### src/rtl/ps2_scan_fifo.sv
// ps2_scan_fifo: PS/2 device-to-host receiver with scancode FIFO and packed 32-bit status word.
module ps2_scan_fifo #(
  parameter int DEPTH = 8,
  parameter int TIMEOUT = 50000
) (
  input  logic        clk,
  input  logic        rst,
  input  logic        ps2clk,
  input  logic        ps2data,
  input  logic        rd,
  output logic        irq,
  output logic [31:0] out
);
  localparam int AW = $clog2(DEPTH);
  localparam int TW = $clog2(TIMEOUT);
  typedef enum logic [1:0] {IDLE, RECV, CHECK} state_t;
  state_t state;
  logic ck1, ck2, ckp, d1, d2, half;
  logic [3:0] bitcnt;
  logic [9:0] sh;
  logic [TW-1:0] tcnt;
  logic [7:0] mem [DEPTH];
  logic [AW-1:0] rp, wp, rp_n, wp_n;
  logic [3:0] cnt, cnt_n;
  logic ovf, ferr, ovf_n, ferr_n;
  logic fall, valid, push, pop, acc;
  logic [7:0] head_n;
  // Next-state FIFO view so out can reflect the edge that pushes or pops.
  always_comb begin
    fall = ckp & ~ck2;
    valid = (^sh[8:0]) & sh[9];
    push = (state == CHECK) & valid;
    pop = rd & (cnt != 4'd0);
    acc = push & ((cnt != 4'(DEPTH)) | pop);
    rp_n = pop ? rp + AW'(1) : rp;
    wp_n = acc ? wp + AW'(1) : wp;
    cnt_n = cnt + 4'(acc) - 4'(pop);
    ovf_n = (ovf & ~rd) | (push & ~acc);
    ferr_n = (ferr & ~rd) | ((state == CHECK) & ~valid);
    head_n = (cnt_n == 4'd0) ? 8'h00 : (acc && wp == rp_n) ? sh[7:0] : mem[rp_n];
  end
  always_ff @(posedge clk or posedge rst) begin
    if (rst) begin
      {ck1, ck2, ckp, d1, d2} <= 5'b11111;
      state <= IDLE;
      bitcnt <= 4'd0;
      sh <= 10'd0;
      tcnt <= '0;
      half <= 1'b0;
    end else begin
      {ck1, ck2, ckp} <= {ps2clk, ck1, ck2};
      {d1, d2} <= {ps2data, d1};
      case (state)
        IDLE: begin
          tcnt <= '0;
          half <= 1'b0;
          if (fall && !d2) begin
            state <= RECV;
            bitcnt <= 4'd1;
          end
        end
        RECV: begin
          if (fall) begin
            sh <= {d2, sh[9:1]};
            bitcnt <= bitcnt + 4'd1;
            tcnt <= '0;
            half <= 1'b0;
            if (bitcnt == 4'd10) state <= CHECK;
          end else if (tcnt == TW'(TIMEOUT - 1)) begin
            state <= IDLE;
            bitcnt <= 4'd0;
          end else begin
            half <= ~half;
            if (half) tcnt <= tcnt + TW'(1);
          end
        end
        default: begin
          state <= IDLE;
          bitcnt <= 4'd0;
        end
      endcase
    end
  end
  always_ff @(posedge clk or posedge rst) begin
    if (rst) begin
      rp <= '0;
      wp <= '0;
      cnt <= 4'd0;
      ovf <= 1'b0;
      ferr <= 1'b0;
      irq <= 1'b0;
      out <= 32'd0;
    end else begin
      rp <= rp_n;
      wp <= wp_n;
      cnt <= cnt_n;
      ovf <= ovf_n;
      ferr <= ferr_n;
      irq <= acc;
      out <= {cnt_n != 4'd0, ovf_n, ferr_n, 9'd0, cnt_n, 8'd0, head_n};
    end
  end
  always_ff @(posedge clk)
    if (acc) mem[wp] <= sh[7:0];
endmodule

### config.mk
export PLATFORM = sky130hd
export DESIGN_NAME = ps2_scan_fifo
export DESIGN_NICKNAME = d
export VERILOG_FILES = /design/src/rtl/ps2_scan_fifo.sv
export SDC_FILE = /design/constraint.sdc
export NUM_CORES = 1
export LEC_CHECK = 0
export ABC_AREA = 0
export CORE_MARGIN = 3
export CORE_UTILIZATION = 55
export DETAILED_ROUTE_END_ITERATION = 8
export PLACE_DENSITY_LB_ADDON = 0.25
export SYNTH_ARGS = -nofsm -noshare
export SYNTH_HDL_FRONTEND = slang
export SYNTH_SLANG_ARGS = --single-unit
export TNS_END_PERCENT = 5
### constraint.sdc
create_clock -name clk -period 4.3 [get_ports clk]
set_input_delay 1.075 -clock clk [delete_from_list [all_inputs] [get_ports clk]]
set_output_delay 1.075 -clock clk [all_outputs]
set_load 0.02 [all_outputs]
# Yosys cells after proc, flatten, opt, wreduce, memory -nomap -nowiden
# Memory sizes are Yosys's and may differ from the RTL's.
# Cells that the tools add are included.
# word_totals
ram_bits	64
mem_count	1
regBits	66
# mem_list
name	words	width	read_ports	rd_ports_with_merged_regs	wr	line_no	rtl
mem	8	8	1	0	1	22	logic [7:0] mem [DEPTH];
# classes
mux	21
n_addsub	6
n_eq_ne	11
bitwise_logic	17
n_reduce_logical	14
# op_table
op	count
16-bit 2-to-1 mux	3
16-bit one-hot mux with 2 select lines	1
16-bit by 1-bit adder with 16-bit output (second input constant)	1
16-bit == test (second input constant)	1
8-bit 2-to-1 mux	2
4-bit 2-to-1 mux	3
3-bit inequality test (second input constant)	4
1-bit bitwise AND	9
9-bit XOR reduction	1
2-bit 2-to-1 mux	4
4-bit one-hot mux with 2 select lines	1
4-bit nonzero test	2
3-bit by 1-bit adder with 3-bit output (second input constant)	2
2-bit AND reduction	3
3-bit AND reduction	2
1-bit NOT	5
4-bit by 1-bit adder with 4-bit output	1
4-bit by 1-bit adder with 4-bit output (second input constant)	1
4-bit == test (second input constant)	1
4-bit logical NOT	1
1-bit 2-to-1 mux	4
4-bit inequality test (second input constant)	1
2-bit one-hot mux with 2 select lines	1
4-bit by 1-bit subtractor with 4-bit output	1
other kinds (11)	14

# Depth between registers and ports, before layout
# logic_depth
word_depth	8
depth_mapped	14

# Worst setup path before layout
# OpenSTA, ideal clock, no wires.
# synth_timing
kind	register to register
startpoint	register sh[4]
endpoint	register out[0]
stages_incl_launch_ff	13
arrival_ns	3.249
path_buffers	0
slack_ns	0.884
required_ns	4.133
path_cell_list	dfrtp_1 > xor2_1 > xnor3_1 > xor2_1 > nand3_1 > nand3_1 > o21ai_0 > ha_1 > inv_1 > fa_1 > inv_1 > nor4_1 > nor3_1
# synth_between
elab_chain_cells	8
# synth_rtl
element	line_no	rtl
start, declared	20	logic [9:0] sh;
start signal, assigned	64	sh <= {d2, sh[9:1]};
9-bit XOR reduction	31	valid = (^sh[8:0]) & sh[9];
1-bit bitwise AND	31	
1-bit bitwise AND	32	push = (state == CHECK) & valid;
1-bit bitwise AND	34	acc = push & ((cnt != 4'(DEPTH)) | pop);
4-bit by 1-bit adder with 4-bit output	37	cnt_n = cnt + 4'(acc) - 4'(pop);
4-bit by 1-bit subtractor with 4-bit output	37	
named net cnt_n[1]	24	logic [3:0] cnt, cnt_n;
4-bit logical NOT	40	head_n = (cnt_n == 4'd0) ? 8'h00 : (acc && wp == rp_n) ? sh[7:0] : mem[rp_n];
8-bit 2-to-1 mux	40	
named net head_n[0]	27	logic [7:0] head_n;
end signal, assigned	100	out <= {cnt_n != 4'd0, ovf_n, ferr_n, 9'd0, cnt_n, 8'd0, head_n};
end, declared	12	output logic [31:0] out
# The timed path passes the listed nets, and every way through them passes these cells.
# A chain may end at the register's enable or synchronous reset.

# Final worst setup path
# layout_timing
startpoint	register sh[3]
endpoint	register out[4]
# Same word-level chain as after synthesis.

==> run_results.csv <==
group,metric,value,unit
timing,maxSlewViolCount,0,
cells_and_area,drive_above_1_share,14.51,%
die,ioPinCount,38,
die,dieHeight,107.7,um
die,initial_utilization,57.44,%
cts,tritoncts,"built",
critical_path,critPathLaunchType,"flop",
critical_path,rr_worst_depth,13,
cts,clk_latency,0.50,ns
cells_and_area,mostFrequentLayoutCells,"edfxtp_1, dfrtp_1, nand2_1, nor2_1, clkdlybuf4s50_1",
timing,max_slew_margin,27.05,%
pwr,power,4.334,mW
synthesis,synth_edf_count,64,
pwr,p_per_area,665.5,mW/mm2
global_route,grt_overflow,0,
global_route,grt_pass1_wl,17730,um
critical_path,cp_max_fo,12,
timing,hold_viol,0,
cts,path_clk_slew,0.06,ns
cells_and_area,nets,506,
die,fp-row-count,36,
global_route,antenna_found_initial,0,
critical_path,regToRegEndpoint,"out[4]",
cts,postCtsSetupRepairBufs,0,
timing,setup_viol,0,
place,dpl.hpwl,7036,um
cts,cts_htree_levels,4,
pwr,power_leakage,2.655,nW
cts,ctsResizeCount,0,
timing,fin_skew,0.01265,ns
timing,period_needed,3.625,ns
critical_path,r2r-start,"sh[3]",
drt,drtAntennaViolNets,0,
synthesis,yosysUniqueCellTypes,59,
cells_and_area,area_growth,14.42,%
timing,fmax,0.2759,GHz
synthesis,postSynthCellCount,460,
cts,numCtsBuffers,17,
cts,cts_root_buf,"clkbuf_8",
global_route,grt_max_degree,52,
place,globalplace.congestion,0.7618,
cells_and_area,num_antenna_cells,0,
die,core_region_area,0.009910,mm2
min_path,hold_depth,0,
die,die_x,107.7,um
critical_path,critPathKind,"flop to flop",
cells_and_area,layout_commonest_cell,"edfxtp_1",
drt,vias,3552,
drt,detail_route.wirelength,10590,um
synthesis,synth-seq-area-share,60.26,%
drt,viasPerCell,5.585,
drt,wl_per_cell,16.65,um
synthesis,ys_ff_latch,124,
drt,drtIter0Drc,202,
critical_path,cp.required,4.68,ns
status,status,"finished clean",
timing,worst_pin_slew,1.092,ns
synthesis,syn_avg_cell_area,12.37,um2
critical_path,critPathCaptureType,"flop",
global_route,grt_pass1_vias,3543,
cts,clockBufferDepth,2,
run,maxCapViolCount,0,
min_path,worstHoldStart,"d1",
die,die_area,0.01160,mm2
global_route,grt_usage,19.94,%
place,port_buffers,20,
cts,cts_hold_buf,0,
synthesis,async_flop_share,48.39,%
min_path,min_delay_worst_endpoint,"d2",
critical_path,reg2reg_slack,0.68,ns
synthesis,synth_ff_type,"edfxtp_1",
timing,setup-tns-final,0,ns
cts,cts.sinks,124,
synthesis,yosysWarnings,0,
timing,min_period_over_period,84.30,%
pwr,peakVddDrop,0.3124,mV
cells_and_area,fin_util,65.72,%
timing,rsz0062_at_grt,"false",
synthesis,syn_area,0.005692,mm2
drt,drc_errors,0,
critical_path,crit_arrival,4.01,ns
min_path,hold_path_class,"flop to flop",
drt,dr.pass1.iters,4,
-- flip-flops by register name, indices dropped and copies added, names as in the netlist --
| register | flops |
|---|---|
| irq | 1 |
| tcnt | 16 |
| cnt | 3 |
| ck2 | 1 |
| mem | 64 |
| wp | 3 |
| bitcnt | 4 |
| out | 12 |
| half | 1 |
| ck1 | 1 |
| state | 2 |
| ckp | 1 |
| d2 | 1 |
| d1 | 1 |
| rp | 3 |
| sh | 10 |
-- stage by stage --
stage | instances | area (um2) | setup slack [ns] | hold slack, ns
4_1_cts | 636 | 6513 | 0.7293 | 0.3556
5_1_grt | 636 | 6513 | 0.5107 | 0.3603
3_3_place_gp | 604 | 5972 | 0.6843 | 0.3459
3_5_place_dp | 604 | 5972 | 0.5917 | 0.3473
2_1_floorplan | 476 | 5752 | 0.8836 | 0.3452
6_report | 636 | 6513 | 0.6751 | 0.3540
-- critical path: stages (launching register included) --
cell     delay (ns)
dfrtp_1        0.58
xor2_1         0.18
xnor3_1        0.50
xor2_1         0.21
nand3_1        0.16
nand3_1        0.15
o21ai_0        0.15
ha_1           0.21
inv_1          0.06
fa_1           0.39
xnor2_1        0.18
nor4_1         0.41
buf_4          0.26
nor3_1         0.07
-- layer usage --
metal	part of all wire (%)	vias to the layer above	wire, um	GRT usage, %
met1	43	1767	4520	25.60
met3	3.8	12	405	5.279
met4	1.1	0	116	7.755
li1	-	1693	-	-
met5	0	-	0	0
met2	52	80	5545	32.46
-- cells by family (layout without fill, tap and decap cells) --
family | Yosys count | after routing | share of synthesized area [%]
other | 1 | 17 | 0.06589
XOR/XNOR | 22 | 22 | 3.869
AO/OA/AOI/OAI | 66 | 66 | 8.310
flip-flops | 124 | 124 | 60.26
multiplexers | 34 | 34 | 6.419
adder cells (fa/ha/maj) | 11 | 11 | 2.550
buffers and inverters | 50 | 77 | 4.814
AND/OR/NAND/NOR | 152 | 152 | 13.72
-- power by group --
part,total [mW],internal [mW],switching [mW]
combinational,1.41,0.656,0.750
sequential,1.66,1.46,0.198
clock,1.27,0.761,0.507
-- cell type report --
cell class / instances / area (um2)
clock buffers: 17 / 414.1
fillers: 751 / 3397
flip-flops and latches: 124 / 3430
well taps: 133 / 166.4
clock inverters: 15 / 126.4
repair buffers: 29 / 267.8
inverters: 16 / 60.06
multi-input cells: 302 / 2048
-- synth_stat cells (all sizes together) (3+ instances only) --
| cell type | instances | area share (%) |
|---|---|---|
| nand2 | 50 | 3.3 |
| xor2 | 8 | 1.2 |
| o31ai | 3 | 0.40 |
| o21ai | 15 | 1.3 |
| nor2 | 30 | 2.0 |
| or3b | 4 | 0.62 |
| a211oi | 3 | 0.70 |
| nor3b | 5 | 0.66 |
| edfxtp | 64 | 34 |
| ha | 10 | 2.2 |
| nor3 | 16 | 1.4 |
| nand3 | 10 | 0.88 |
| xnor2 | 12 | 1.8 |
| mux2i | 17 | 3.1 |
| dfrtp | 55 | 24 |
| mux2 | 17 | 3.4 |
| nor4 | 4 | 0.55 |
| nand2b | 7 | 0.77 |
| nor2b | 5 | 0.55 |
| nand4 | 3 | 0.33 |
| a21oi | 15 | 1.3 |
| nand3b | 3 | 0.40 |
| buf | 27 | 3.3 |
| inv | 16 | 1.1 |
| dfstp | 5 | 2.3 |
| a2bb2oi | 16 | 2.5 |
| clkbuf | 7 | 0.46 |
-- how the worst max path moves through the flow --
stage	start	end	slack, ns	cells past startpoint
floorplan	sh[4]	out[0]	0.88	12
global route	sh[3]	out[7]	0.51	12
finish	sh[3]	out[4]	0.68	13
detailed placement	rd	out[4]	0.59	11
CTS	sh[3]	out[4]	0.73	13
global placement	rd	out[0]	0.68	11
Power figures use the tool's default switching activity.
